--- config.mk ---
export PLATFORM = sky130hd
export DESIGN_NAME = bus_fabric
export DESIGN_NICKNAME = d
export VERILOG_FILES = /design/src/rtl/bus_fabric.sv
export SDC_FILE = /design/constraint.sdc
export NUM_CORES = 1
export LEC_CHECK = 0
export BUFFER_PORTS_ARGS = -buffer_cell sky130_fd_sc_hd__buf_2
export CAP_MARGIN = 0
export CORE_MARGIN = 3
export CORE_UTILIZATION = 30
export CTS_CLUSTER_DIAMETER = 100
export DETAILED_ROUTE_END_ITERATION = 12
export PLACE_DENSITY_LB_ADDON = 0.05
export SLEW_MARGIN = 40
export SYNTH_ARGS = -nofsm -noshare
export SYNTH_HDL_FRONTEND = slang
export SYNTH_SLANG_ARGS = --single-unit
--- constraint.sdc ---
create_clock -name clock -period 8.69 [get_ports clock]
set_input_delay 2.607 -clock clock [delete_from_list [all_inputs] [get_ports clock]]
set_output_delay 2.607 -clock clock [all_outputs]
set_load 0.05 [all_outputs]
--- src/rtl/bus_fabric.sv ---
// bus_fabric: registered region decoder and read mux between core and on-chip memories.
// Optional BUS_FABRIC_FAULT_EN adds a sticky unmapped-access flag and address.
module bus_fabric #(
  parameter int AW = 20,
  parameter int DW = 8,
  parameter int NREG = 3,
  parameter logic [AW-1:0] BASE0 = 20'h00000,
  parameter logic [AW-1:0] BASE1 = 20'hA0000,
  parameter logic [AW-1:0] BASE2 = 20'hBC000,
  parameter logic [AW-1:0] BASE3 = 20'hFFFFF,
  parameter logic [AW-1:0] LIMIT0 = 20'h10000,
  parameter logic [AW-1:0] LIMIT1 = 20'hB92C0,
  parameter logic [AW-1:0] LIMIT2 = 20'hBD000,
  parameter logic [AW-1:0] LIMIT3 = 20'hFFFFF,
  parameter int LAT0 = 0,
  parameter int LAT1 = 1,
  parameter int LAT2 = 1,
  parameter int LAT3 = 0,
  parameter logic [DW-1:0] DEFAULT_Q = 8'hFF
) (
  input  logic              clock,
  input  logic              reset_n,
  input  logic [AW-1:0]     cpu_a,
  input  logic [DW-1:0]     cpu_d,
  input  logic              cpu_we,
  input  logic              cpu_req,
  output logic [DW-1:0]     cpu_q,
  output logic              cpu_ce,
  output logic [AW-1:0]     mem_a,
  output logic [DW-1:0]     mem_d,
  output logic [NREG-1:0]   mem_w,
  input  logic [NREG*DW-1:0] mem_q
`ifdef BUS_FABRIC_FAULT_EN
  ,
  output logic              fault,
  output logic [AW-1:0]     fault_a
`endif
);

  localparam logic [4*AW-1:0] BASES =
    {BASE3, BASE2, BASE1, BASE0};
  localparam logic [4*AW-1:0] LIMITS =
    {LIMIT3, LIMIT2, LIMIT1, LIMIT0};
  localparam logic [11:0] LATS =
    {3'(LAT3), 3'(LAT2), 3'(LAT1), 3'(LAT0)};

  typedef enum logic {
    IDLE,
    WAIT
  } state_t;

  state_t state, state_nxt;

  logic          hit;
  logic [1:0]    idx;
  logic [AW-1:0] base_sel;
  logic [2:0]    lat_sel;
  logic [AW-1:0] offset;
  logic [2:0]    cnt;
  logic [AW-1:0] hold_a;
  logic [1:0]    hold_idx;
  logic [3:0]    w_vec;
  logic [4*DW-1:0] q_pad;
  logic          rd_now;
  logic          rd_wait;

  // Region decode; scan downward so the lowest index wins
  always_comb begin
    hit = 1'b0;
    idx = '0;
    for (int i = NREG - 1; i >= 0; i--) begin
      if (cpu_a >= BASES[i*AW +: AW] &&
          cpu_a < LIMITS[i*AW +: AW]) begin
        hit = 1'b1;
        idx = 2'(i);
      end
    end
  end

  // Per-region lookups, offset and padded read data
  always_comb begin
    base_sel = BASES[idx*AW +: AW];
    lat_sel  = LATS[idx*3 +: 3];
    offset   = cpu_a - base_sel;
    q_pad    = '0;
    q_pad[NREG*DW-1:0] = mem_q;
  end

  // Next state, bus outputs and stall control
  always_comb begin
    state_nxt = state;
    cpu_ce    = 1'b1;
    mem_a     = offset;
    mem_d     = cpu_d;
    w_vec     = '0;
    rd_now    = 1'b0;
    rd_wait   = 1'b0;
    unique case (state)
      IDLE: begin
        if (cpu_req && cpu_we && hit) begin
          w_vec = 4'b0001 << idx;
        end
        if (cpu_req && !cpu_we && hit) begin
          if (lat_sel == 3'd0) begin
            rd_now = 1'b1;
          end else begin
            rd_wait   = 1'b1;
            state_nxt = WAIT;
          end
        end
      end
      WAIT: begin
        cpu_ce = 1'b0;
        mem_a  = hold_a;
        if (cnt == 3'd1) begin
          state_nxt = IDLE;
        end
      end
      default: state_nxt = IDLE;
    endcase
    mem_w = w_vec[NREG-1:0];
  end

  // State register, wait counter and address/index latch
  always_ff @(posedge clock or negedge reset_n) begin
    if (!reset_n) begin
      state    <= IDLE;
      cnt      <= '0;
      hold_a   <= '0;
      hold_idx <= '0;
    end else begin
      state <= state_nxt;
      if (rd_wait) begin
        cnt      <= lat_sel;
        hold_a   <= offset;
        hold_idx <= idx;
      end else if (state == WAIT) begin
        cnt <= cnt - 3'd1;
      end
    end
  end

  // Read data register: immediate, delayed or default capture
  always_ff @(posedge clock or negedge reset_n) begin
    if (!reset_n) begin
      cpu_q <= DEFAULT_Q;
    end else if (rd_now) begin
      cpu_q <= q_pad[idx*DW +: DW];
    end else if (state == WAIT && cnt == 3'd1) begin
      cpu_q <= q_pad[hold_idx*DW +: DW];
    end else if (state == IDLE && cpu_req &&
                 !cpu_we && !hit) begin
      cpu_q <= DEFAULT_Q;
    end
  end

`ifdef BUS_FABRIC_FAULT_EN
  // Sticky record of the first unmapped access
  always_ff @(posedge clock or negedge reset_n) begin
    if (!reset_n) begin
      fault   <= 1'b0;
      fault_a <= '0;
    end else if (state == IDLE && cpu_req &&
                 !hit && !fault) begin
      fault   <= 1'b1;
      fault_a <= cpu_a;
    end
  end
`else
  // Unmapped accesses are dropped without any record.
`endif

endmodule

Word level (Yosys, flattened, before mapping)
Cells that the tools add are included.
{"block": "word_totals", "input_bits": 56, "register_bits": 34}
{"block": "classes", "addsub": 2, "reduce_logical": 16, "n_mux": 23, "n_bitwise": 1, "n_eq_ne": 1, "n_shift": 5, "n_mul": 2, "n_lt_le_gt_ge": 6}
{"operator": "$shiftx 80x8->20 const A", "count": 1}
{"operator": "$shiftx 32x6->8", "count": 2}
{"operator": "$ge 20x20->1 const B", "count": 2}
{"operator": "$lt 20x20->1 const B", "count": 2}
{"operator": "$mux 8", "count": 3}
{"operator": "$ge 20x1->1 const B", "count": 1}
{"operator": "$lt 20x17->1 const B", "count": 1}
{"operator": "$mux 20", "count": 1}
{"operator": "$sub 20x20->20", "count": 1}
{"operator": "$mux 3", "count": 4}
{"operator": "$shiftx 12x5->3 const A", "count": 1}
{"operator": "$logic_and 1x1->1", "count": 11}
{"operator": "$mux 1", "count": 11}
{"operator": "$mux 2", "count": 3}
{"operator": "$mul 2x3->5 const B", "count": 1}
{"operator": "$mul 2x2->4 const B", "count": 1}
{"operator": "$eq 3x1->1 const B", "count": 1}
{"operator": "$logic_not 3->1", "count": 1}
{"operator": "$reduce_bool 3->1", "count": 1}
{"operator": "$shl 1x2->3 const A", "count": 1}
{"operator": "$sub 3x1->3 const B", "count": 1}
{"operator": "$logic_not 1->1", "count": 2}
{"operator": "$pmux 1 s2", "count": 1}
{"operator": "$reduce_bool 2->1", "count": 1}
{"operator": "$not 1->1", "count": 1}

Logic depth before layout (Yosys ltp)
{"block": "depth", "ltp_word": 12, "depth_mapped": 10, "depth_no_buf": 9}

Worst setup path after synthesis
Ideal clock, no wire load.
{"block": "synth_timing", "path_kind": "input -> output", "start": "input port cpu_a[18]", "end": "output port mem_a[17]", "arrival_time_ps": 5606, "setup_slack_ps": 477, "stages": 10, "n_path_buf": 1, "cell_sequence": "nand3b_2 -> nor4_1 -> nand2_1 -> ha_1 -> clkbuf_1 -> nand2_1 -> o31ai_1 -> o21ai_0 -> xor2_1 -> o21ai_0"}
{"block": "synth_between", "elab_chain_len": 9, "elab_cells_between_ends": 16, "cone_classes": "1 x add/sub; 1 x mul; 6 x order compare; 1 x shift; 4 x mux; 3 x reduce/logical"}
{"item": "start, declared", "line": "23", "source": "input logic [AW-1:0] cpu_a,"}
{"item": "$ge 20x20->1 / $lt 20x20->1 (equally long branches)", "line": "72, 73"}
{"item": "$logic_and 1x1->1", "line": "72", "source": "if (cpu_a >= BASES[i*AW +: AW] &&"}
{"item": "$mux 2 (2 in series)", "line": "72"}
{"item": "$mux 2 *", "line": "72"}
{"item": "$mul 2x3->5 *", "line": "82", "source": "base_sel = BASES[idx*AW +: AW];"}
{"item": "$shiftx 80x8->20 *", "line": "82"}
{"item": "$sub 20x20->20 *", "line": "84", "source": "offset = cpu_a - base_sel;"}
{"item": "$mux 20 *", "line": "98", "source": "unique case (state)"}
{"item": "end, declared", "line": "29", "source": "output logic [AW-1:0] mem_a,"}
Mark *: on every way between the ends. The rest lies on a longest branch, timed or not.

Worst setup path in the final report
Same ends and word-level chain as after synthesis.

==> impl_metrics.toml <==
[run_status]
outcome = "complete, no violations"

[drt]
drt-wirelength-per-cell_um = 15.2
drcViolationCount = 0
wl_um = 7410
viasPerCell = 5.04
vias = 2454
drt_iter0_drc = 74
ant_nets = 0
drtPass1Iterations = 6

[timing]
finalCritPeriodShare_pct = 90.9
rsz0062_at_grt = "false"
period_needed_ps = 7900
slew_viol_final = 0
maxSlewHeadroom_pct = 49.8
finalSetupViolations = 0
clock_skew_ps = 6.72
tightest_slew_ps = 752
final-hold-violation-count = 0
setup_ws_ps = 795
fmax_mhz = 127
fin_tns_setup_ps = 0

[worst_setup_path]
cp.required_ps = 6080
arrival_ps = 5290
worstSetupPathType = "in -> out"
worstPathMaxFanout = 10
end_kind = "primary output"
cp-start-kind = "input pin"

[synth]
syn_area_per_cell_um2 = 8.50
synth_top_family_by_area = "simple AND/OR/NAND/NOR gates"
synth-compound-area-share_pct = 17.3
muxShareOfSynthArea_pct = 13.1
syn_area_mm2 = 0.00269
syn-instance-count = 316
yosysTopAreaCell = "dfrtp_1"
ys_seq_elements = 34
synthXorXnorAreaFrac_pct = 4.57
synth_cell_types = 54
yosysWarningCount = 0
synth_top_area_share_pct = 24.2
netlist_top_cells_area = "dfrtp_1 24%, mux2_2 9.2%, dfstp_2 7.8%"
synth_simple_gate_area_share_pct = 21.2
ys_seq_area_share_pct = 32.1
synthAdderAreaFrac_pct = 4.94

[grt]
grt.total_usage_pct = 14.9
antenna_found_initial = 0
grt_pass1_wl_um = 11900
grt_overflow_total = 0
use_met3_pct = 3.25
grt_pass1_vias = 2411
busiest_layer = "met2"
met1_usage_pct = 20.6
grt_use_met2_pct = 23.2
grt_max_degree = 35

[placed_design]
place.gp.congestion = 0.803
io_buffer_count = 79
placed_area_mm2 = 0.00309
dp_hpwl_um = 5750
preCtsSetupSlack_ps = 758

[clock_tree]
cts.clk_slew.worst_paths_ps = 80
cts_tree = "done"
postCtsHoldBufs = 0
cts-root-buf = "clkbuf_8"
cts_buffers = 5
ctsHtreeMaxLevel = 2
cts_buffer_depth = 2
cts_setup_buffers = 0
clock_latency_ps = 290
ctsResizeCount = 0
clock-sinks = 34

[layout]
fill_cells = 889
layout-area-overhead-vs-synth_pct = 19.3
design.final.nets = 447
fin_area_mm2 = 0.00320
n_antenna_cell = 0
regArea_um2 = 861
drive_above_1_share_pct = 33.5
multiInputGateArea_mm2 = 0.00166
final_core_util_pct = 37.9

[power]
power.leakage_nw = 1.42
p_per_area_mw_per_mm2 = 268
ir_worst_vdd_v = 0.000133
finalPower_mw = 0.858

[floorplanning]
die_area_mm2 = 0.0101
die_w_um = 101
die_h_um = 101
initial_utilization_pct = 31.7
fp.coreArea_mm2 = 0.00846
io_pins = 96
rows = 33

[min_path]
hold_class = "reg -> reg"

[job]
max-cap-violations = 0
-- where the power goes --
group          total [mW]  switching, mW  internal [mW]
combinational       0.448          0.311          0.137
clock               0.141         0.0607         0.0801
sequential          0.269         0.0457          0.223
total               0.858          0.417          0.441
-- layout make-up --
type / count / share of cell area, %
Clock buffer: 8 / 3.44
Inverter: 10 / 1.17
Multi-Input combinational cell: 250 / 51.8
Sequential cell: 34 / 26.9
Tap cell: 105 / 4.10
Timing Repair Buffer: 80 / 12.7
-- cell usage after synthesis, drive strengths merged --
library cell   n
o31ai          2
mux2i          9
nand2         55
and4           1
nor4b          1
dfrtp         26
a21oi         31
nor4           4
a21o           2
inv            9
buf           17
mux2          23
a311oi         4
o21ai         19
a211oi         1
o221ai         1
nand3b         3
o211ai         3
and3b          1
nand3          6
xnor2          9
o311ai         1
and4b          1
o21bai         2
clkinv         1
conb           2
nand2b         1
nor2          26
o2111ai        2
or3            1
or3b           1
nand4b         1
nor2b          3
ha             9
a31oi          2
nor3           4
or2            2
or4            1
xor2           5
dfstp          8
nand4          4
fa             1
clkbuf         7
a211o          4
-- path summary, 6_finish.rpt --
check                            from    endpoint  slack (ps)  depth (start not counted)
min in group asynchronous     reset_n  hold_a[13]        2260                          1
min reg2reg                hold_a[14]  hold_a[14]         480                          2
min                        hold_a[14]  hold_a[14]         480                          2
max                         cpu_a[18]   mem_a[17]         790                         11
max reg2reg                     state    cpu_q[4]        6460                          4
max in group asynchronous     reset_n    cpu_q[3]        6070                          1
-- through the flow --
step,hold slack (ps),std cells
floorplan,442,318
global placement,454,479
detailed placement,463,479
CTS,481,487
global route,496,487
finish,482,487
-- state kept, by name, summed over array words and instances (netlist names) --
signal and flops:
state 1, hold_idx 2, cnt 3, cpu_q 8, hold_a 20
-- per-layer routing --
metal  part of all wire (%)  routed length [µm]
met5                      0                   0
met2                     46                3430
met3                    4.8                 358
met4                    1.4                 103
met1                     47                3520
-- critical path, cell delays in order --
cell	delay, ps
buf_2	120
nand3b_2	340
nor4_1	300
nand2_1	170
ha_1	480
nand2_1	120
o31ai_1	310
o21ai_0	210
xor2_1	190
o21ai_0	140
buf_2	280
-- kinds of logic (layout without fill, tap and decap cells) --
logic type	Yosys count	in the layout
AO/OA/AOI/OAI	74	74
XOR/XNOR	14	14
AND/OR/NAND/NOR	116	116
flip-flops	34	34
other	2	4
buffers and inverters	34	98
adder cells (fa/ha/maj)	10	10
multiplexers	32	32
-- cell usage in the layout (no fill, tap or decap), drive strengths merged, types with 4 or more instances in the layout --
master,synthesis,layout
buf,17,80
nand2,55,55
a21oi,31,31
dfrtp,26,26
nor2,26,26
mux2,23,23
o21ai,19,19
inv,9,9
xnor2,9,9
mux2i,9,9
ha,9,9
clkbuf,7,8
dfstp,8,8
nand3,6,6
xor2,5,5
nor3,4,4
a211o,4,4
a311oi,4,4
nand4,4,4
conb,2,4
nor4,4,4
(Power assumes the default switching activity.)
